`config.mk`:
```
export PLATFORM = sky130hd
export DESIGN_NAME = flash_loader
export DESIGN_NICKNAME = d
export VERILOG_FILES = /design/src/rtl/boot_pkg.sv /design/src/rtl/spi_shifter.sv /design/src/rtl/flash_loader.sv
export SDC_FILE = /design/constraint.sdc
export NUM_CORES = 1
export LEC_CHECK = 0
export CORE_MARGIN = 2
export CORE_UTILIZATION = 45
export CTS_BUF_LIST = sky130_fd_sc_hd__clkbuf_2 sky130_fd_sc_hd__clkbuf_4 sky130_fd_sc_hd__clkbuf_8
export CTS_CLUSTER_SIZE = 30
export DETAILED_ROUTE_END_ITERATION = 10
export PLACE_DENSITY_LB_ADDON = 0.2
export SYNTH_ARGS = -nofsm -noshare
export SYNTH_HDL_FRONTEND = slang
export SYNTH_SLANG_ARGS = --single-unit
```
`constraint.sdc`:
```
create_clock -name clk -period 2.3 [get_ports clk]
set_clock_uncertainty 0.2 [all_clocks]
set_input_delay 0.345 -clock clk [delete_from_list [all_inputs] [get_ports clk]]
set_output_delay 0.345 -clock clk [all_outputs]
set_load 0.05 [all_outputs]
```
`src/rtl/boot_pkg.sv`:
```
// Shared types and constants for the SPI-flash boot loader.
// Imported by the loader FSM and its SPI shift engine.
package boot_pkg;

    typedef enum logic [2:0] {
        Startup,
        SendCmd,
        ReadBits,
        WriteWord,
        WaitRamio,
        Done
    } boot_state_e;

    localparam logic [7:0] FlashCmdRead   = 8'h03;
    localparam logic [1:0] RamioWriteWord = 2'b11;
    localparam int unsigned SpiWordBits   = 32;

    // Serial bytes land first-byte-high; memory wants first byte low.
    function automatic logic [31:0] pack_le(input logic [31:0] w);
        return {w[7:0], w[15:8], w[23:16], w[31:24]};
    endfunction

endpackage

```
`src/rtl/spi_shifter.sv`:
```
// Bit-serial SPI mode-0 engine: 2 clk per bit, MSB first.
// Drives mosi while sclk is low, samples miso as sclk rises.
module spi_shifter
    import boot_pkg::*;
(
    input  logic                   clk,
    input  logic                   rst_n,
    input  logic                   start_i,
    input  logic [SpiWordBits-1:0] tx_word_i,
    input  logic [5:0]             bit_count_i,
    input  logic                   miso_i,
    output logic                   sclk_o,
    output logic                   mosi_o,
    output logic [SpiWordBits-1:0] rx_word_o,
    output logic                   done_o
);

    logic                   busy_q;
    logic                   sclk_q;
    logic                   mosi_q;
    logic                   done_q;
    logic [5:0]             cnt_q;
    logic [SpiWordBits-1:0] tx_q;
    logic [SpiWordBits-1:0] rx_q;

    // Low phase presents a bit, high phase captures one; idle keeps sclk low.
    always_ff @(posedge clk or negedge rst_n) begin
        if (!rst_n) begin
            busy_q <= 1'b0;
            sclk_q <= 1'b0;
            mosi_q <= 1'b0;
            done_q <= 1'b0;
            cnt_q  <= '0;
            tx_q   <= '0;
            rx_q   <= '0;
        end else begin
            done_q <= 1'b0;
            if (!busy_q) begin
                if (start_i) begin
                    busy_q <= 1'b1;
                    sclk_q <= 1'b0;
                    mosi_q <= tx_word_i[SpiWordBits-1];
                    tx_q   <= {tx_word_i[SpiWordBits-2:0], 1'b0};
                    cnt_q  <= bit_count_i - 6'd1;
                end
            end else if (!sclk_q) begin
                sclk_q <= 1'b1;
                rx_q   <= {rx_q[SpiWordBits-2:0], miso_i};
            end else begin
                sclk_q <= 1'b0;
                if (cnt_q == 6'd0) begin
                    busy_q <= 1'b0;
                    done_q <= 1'b1;
                    mosi_q <= 1'b0;
                end else begin
                    cnt_q  <= cnt_q - 6'd1;
                    mosi_q <= tx_q[SpiWordBits-1];
                    tx_q   <= {tx_q[SpiWordBits-2:0], 1'b0};
                end
            end
        end
    end

    assign sclk_o    = sclk_q;
    assign mosi_o    = mosi_q;
    assign rx_word_o = rx_q;
    assign done_o    = done_q;

endmodule

```
`src/rtl/flash_loader.sv`:
```
// Boot loader: one SPI READ, then copies the stream into RAM
// as little-endian words through the ramio request port.
module flash_loader
    import boot_pkg::*;
#(
    parameter int unsigned StartupWaitCycles      = 1_000_000,
    parameter int unsigned FlashTransferByteCount = 4096,
    parameter logic [23:0] FlashReadAddress       = 24'h0,
    parameter logic [31:0] RamStartAddress        = 32'h0
) (
    input  logic        clk,
    input  logic        rst_n,
    output logic        flash_clk,
    input  logic        flash_miso,
    output logic        flash_mosi,
    output logic        flash_cs_n,
    output logic        ramio_enable,
    output logic [1:0]  ramio_write_type,
    output logic [2:0]  ramio_read_type,
    output logic [31:0] ramio_address,
    output logic [31:0] ramio_data_in,
    input  logic        ramio_busy,
    output logic        done_o
);

    localparam int unsigned WaitW =
        (StartupWaitCycles > 0) ? $clog2(StartupWaitCycles + 1) : 1;
    localparam int unsigned CntW = $clog2(FlashTransferByteCount + 1);
    localparam logic [WaitW-1:0] WaitLast  = WaitW'(StartupWaitCycles);
    localparam logic [CntW-1:0]  ByteTotal = CntW'(FlashTransferByteCount);
    localparam logic [CntW-1:0]  WordBytes = CntW'(4);

    boot_state_e       state_q;
    logic [WaitW-1:0]  wait_q;
    logic [CntW-1:0]   remain_q;
    logic [31:0]       addr_q;
    logic [31:0]       data_q;
    logic              en_q;
    logic [1:0]        wtype_q;
    logic              cs_n_q;
    logic              done_q;
    logic              go_q;

    logic [31:0]       spi_tx;
    logic [31:0]       spi_rx;
    logic              spi_done;

    assign spi_tx = (state_q == SendCmd) ?
                    {FlashCmdRead, FlashReadAddress} : '0;

    spi_shifter u_spi (
        .clk         (clk),
        .rst_n       (rst_n),
        .start_i     (go_q),
        .tx_word_i   (spi_tx),
        .bit_count_i (6'(SpiWordBits)),
        .miso_i      (flash_miso),
        .sclk_o      (flash_clk),
        .mosi_o      (flash_mosi),
        .rx_word_o   (spi_rx),
        .done_o      (spi_done)
    );

    // Boot sequencer; cs_n stays low from the command until the last word.
    always_ff @(posedge clk or negedge rst_n) begin
        if (!rst_n) begin
            state_q  <= Startup;
            wait_q   <= '0;
            remain_q <= ByteTotal;
            addr_q   <= RamStartAddress;
            data_q   <= '0;
            en_q     <= 1'b0;
            wtype_q  <= 2'b00;
            cs_n_q   <= 1'b1;
            done_q   <= 1'b0;
            go_q     <= 1'b0;
        end else begin
            go_q <= 1'b0;
            unique case (state_q)
                Startup: begin
                    if (wait_q == WaitLast) begin
                        state_q <= SendCmd;
                        cs_n_q  <= 1'b0;
                        go_q    <= 1'b1;
                    end else begin
                        wait_q <= wait_q + WaitW'(1);
                    end
                end
                SendCmd: begin
                    if (spi_done) begin
                        state_q <= ReadBits;
                        go_q    <= 1'b1;
                    end
                end
                ReadBits: begin
                    if (spi_done) begin
                        state_q <= WriteWord;
                    end
                end
                WriteWord: begin
                    if (!ramio_busy) begin
                        en_q    <= 1'b1;
                        wtype_q <= RamioWriteWord;
                        data_q  <= pack_le(spi_rx);
                        state_q <= WaitRamio;
                    end
                end
                WaitRamio: begin
                    // busy is ignored during the enable cycle itself
                    if (en_q) begin
                        en_q    <= 1'b0;
                        wtype_q <= 2'b00;
                    end else if (!ramio_busy) begin
                        addr_q   <= addr_q + 32'd4;
                        remain_q <= remain_q - WordBytes;
                        if (remain_q == WordBytes) begin
                            state_q <= Done;
                            cs_n_q  <= 1'b1;
                            done_q  <= 1'b1;
                        end else begin
                            state_q <= ReadBits;
                            go_q    <= 1'b1;
                        end
                    end
                end
                Done: begin
                    cs_n_q <= 1'b1;
                    done_q <= 1'b1;
                end
                default: state_q <= Startup;
            endcase
        end
    end

    assign flash_cs_n       = cs_n_q;
    assign ramio_enable     = en_q;
    assign ramio_write_type = wtype_q;
    assign ramio_read_type  = 3'b000;
    assign ramio_address    = addr_q;
    assign ramio_data_in    = data_q;
    assign done_o           = done_q;

endmodule

```
==> results by group, run 1 <==
Yosys
  • Synth Cell Area: between 0.006 and 0.007 sq mm
  • Simple-Gate Fraction of Synth Area: 14.2%
  • Synth area leaders: dfrtp_1, mux2_2, xnor2_1
  • Netlist cell types: 46
  • Most used DFF post-synth: dfrtp_1
  • Largest area contributor in the netlist: dfrtp_1
  • Yosys warnings: 0
  • Mean post-synth cell area: between 10 and 15 sq um
  • Post-synthesis adder-cell area fraction: under 10%
  • Synth Instances: around 520
  • Seq/Total Area, Yosys: 58.9%
  • Post-synthesis mux area share: 11.5%
  • Post-synth EDFFs: 0
  • Post-synth top area share: roughly three fifths
  • Synth Area in XOR/XNOR: 8.51%
  • FF+latch count, synth: 150
  • Compound-cell area share of the yosys netlist: 3.04%
  • Async S/R FF share, synth: 100%
  • Largest family of logic cells by synthesized area: simple AND/OR/NAND/NOR gates

Floorplan
  • Die span in y: 123 microns
  • Die Wd: 123 microns
  • Core region area: 0.0139 sq mm
  • Row count: 43
  • Die area: 0.0151 sq mm
  • Ports: between 70 and 80
  • Initial Util: a little under half

Layout
  • Most common cell after layout, fill and taps aside: dfrtp_1
  • Nets: between 600 and 700
  • Final std cells w/o fill: 818
  • Area Growth Syn to Fin: 25.2%
  • N_diodes: 0
  • Final instance area: 0.00799 sq mm
  • Layout cells sized above 1: approximately 23%
  • Fill count: around 1200
  • Most frequent cells in the layout: dfrtp_1, mux2_2, clkdlybuf4s50_1

Global route
  • Vias in the first global route: around 4200
  • GR Overflow Total: 0
  • M3 GR Usage: about 5%
  • Initial antenna violation count: 0
  • M1 GR Usage: between 20% and 30%
  • Largest net degree at the start of global routing: between 60 and 70
  • Busiest grt layer: met2
  • First-pass GRT wire length: between 20000 and 25000 microns
  • M2 GR Usage: 27.3%
  • GRT Util Overall: 17.8%

CTS
  • H-Tree Depth: 4
  • Clock transition at the registers of the reported paths: 80 ps
  • CTS Buf Count: 17
  • CTS tree: built
  • Clock Tree Buf Depth: 2
  • Clock latency on the worst-skew pair: about 450 ps
  • CTS Sinks: 150
  • CTS Root Cell: clkbuf_8

Place
  • GP Congestion: 0.784
  • Placed Area: between 0.007 and 0.008 sq mm
  • Port Buf Inserts: 72
  • Total placed cells including tap cells: 784
  • HPWL after detailed placement: around 8400 microns

Critical path
  • Reg2reg end: go_q
  • CP required: about 1800 ps
  • Worst path buffer plus inverter count: 1
  • Path type of the worst setup path: flip-flop to output port
  • Worst Setup SP: ramio_address[6]
  • Crit. End Element: output port
  • Worst reg-to-reg path cell count: 8
  • CP max stage cell: clkdlybuf4s50_1
  • R2r setup slk: 110 ps
  • Reg-to-reg startpoint: remain_q[3]
  • Crit-path max FO: 4
  • Worst path arrival time: 1680 ps
  • Cells along the critical path: clkdlybuf4s50_1
  • Setup crit start kind: flip-flop
  • CP delay by family, top: buffers and inverters
  • Critical Path Max Stage Delay: between 800 and 900 ps

Timing
  • Slew Limit Fails: 0
  • Relative slew margins: 59.0%
  • Hold Fails Final Rpt: 0
  • Final worst path period need: between 2000 and 2500 ps
  • Worst Tran Pin Value: slightly above 600 ps
  • Max Clk Rate: about 450 MHz
  • Setup violations, final: 0
  • RSZ-0062 raised after global routing: no
  • Final Cycle Share: ~97%

Power and ir drop
  • Clk pwr share: a little over a quarter
  • Switching pwr: between 2 and 3 mW
  • Switching portion of total power: around a third
  • Sequential power share: 44.3%
  • Pwr per Cell Area: about 940 mW/mm^2
  • Internal power: between 4 and 5 mW
  • Max IR drop VDD: 0.000683 V
  • Combinational power share: about 29%
  • Total power: between 7 and 8 mW
  • LEAKAGE: around 4.0 nW

Run status
  • Status: complete, no violations

Hold path
  • Min-Delay Path Class: input port to asynchronous set/reset pin

Route
  • Avg WL per Cell: approximately 15 microns
  • # DRC: 0
  • DRT antenna net count: 0
  • Drt initial violations: approximately 250
  • Total vias in the final route: about 4200
  • Drt first pass iters: 4
  • Via density: around 5.1
  • Routed WL: approximately 12000 microns

Job
  • Max Cap Viol: 0
[area by class of cell]
cell class | count | area [sq um] | area share [%]
Sequential cell | 150 | 3760 | 47.0
Clock inverter | 15 | 156 | 1.96
Inverter | 13 | 48.8 | 0.611
Multi-Input combinational cell | 338 | 2510 | 31.5
Timing Repair Buffer | 105 | 1050 | 13.2
Clock buffer | 17 | 234 | 2.93
Tap cell | 180 | 225 | 2.82
[routing by layer]
layer | part of all wire [%] | up-vias
li1 | - | 1994
met2 | 47 | 95
met5 | 0 | -
met3 | 5.5 | 18
met1 | 46 | 2096
met4 | 1.9 | 0
[power groups by stage]
stage / sequential [mW] / clock (mW) / combinational [mW]
final: 3.31 / 1.98 / 2.19
after global routing: 3.37 / 2.16 / 2.34
after CTS: 3.31 / 2.04 / 2.19
after detailed placement: 3.36 / 0 / 2.17
after global placement: 3.34 / 0 / 2.13
after floorplan: 3.92 / 0 / 0.804
[sequential cells by signal (all words and copies together) (netlist names), 3 cells and up]
register and count:
ramio_address 30, wait_q 20, u_spi.rx_word_o 32, state_q 3
remain_q 11, u_spi.cnt_q 6, ramio_data_in 32, u_spi.tx_q 7
[cell usage after synthesis, types with 8 or more instances]
cell / instances
nor2_1: 28
nand3_1: 35
inv_1: 13
dfrtp_1: 148
o21ai_0: 10
and3_1: 16
xor2_1: 21
mux2_2: 65
nor3_1: 8
nand2_1: 40
xnor2_1: 41
[worst max path at each step]
stage	endpoint	cells after the start
finish	ramio_address[6]	1
global route	ramio_address[25]	1
CTS	ramio_address[10]	1
detailed placement	ramio_address[29]	6
global placement	ramio_address[31]	6
floorplan	ramio_address[25]	5
[through the flow]
| step | util (%) | TNS [ps] | setup WS (ps) | hold slack (ps) |
|---|---|---|---|---|
| finish | 57.5 | 0 | 73.5 | 253 |
| CTS | 57.2 | 0 | 0.567 | 265 |
| floorplan | - | 0 | 75.3 | -151 |
| detailed placement | 54.2 | -1260 | -230 | 183 |
| global placement | 54.2 | -834 | -180 | 186 |
| global route | 57.5 | 0 | 4.22 | 304 |
[cells by family after synthesis]
| group | Yosys count |
|---|---|
| XOR/XNOR | 62 |
| flip-flops | 150 |
| AO/OA/AOI/OAI | 31 |
| multiplexers | 65 |
| adder cells (fa/ha/maj) | 7 |
| other | 1 |
| AND/OR/NAND/NOR | 168 |
| buffers and inverters | 32 |
[repair_timing]
item	CTS	global route
resized for setup	10	17
setup buffers	1	0
cloned	0	0
pin swaps	1	0
setup endpoints to repair	8	18
hold buffers	1	0
hold endpoints to repair	57	0
Note: power is estimated with default switching activity, not from simulation.
==> inputs of run 2 (changes only) <==
--- a/config.mk
+++ b/config.mk
@@ -5,6 +5,7 @@
 export SDC_FILE = /design/constraint.sdc
 export NUM_CORES = 1
 export LEC_CHECK = 0
+export ABC_AREA = 0
 export CORE_MARGIN = 2
 export CORE_UTILIZATION = 45
 export CTS_BUF_LIST = sky130_fd_sc_hd__clkbuf_2 sky130_fd_sc_hd__clkbuf_4 sky130_fd_sc_hd__clkbuf_8
==> results of run 2 <==
The final DEF is identical to that of run 1; final timing and power are the same.
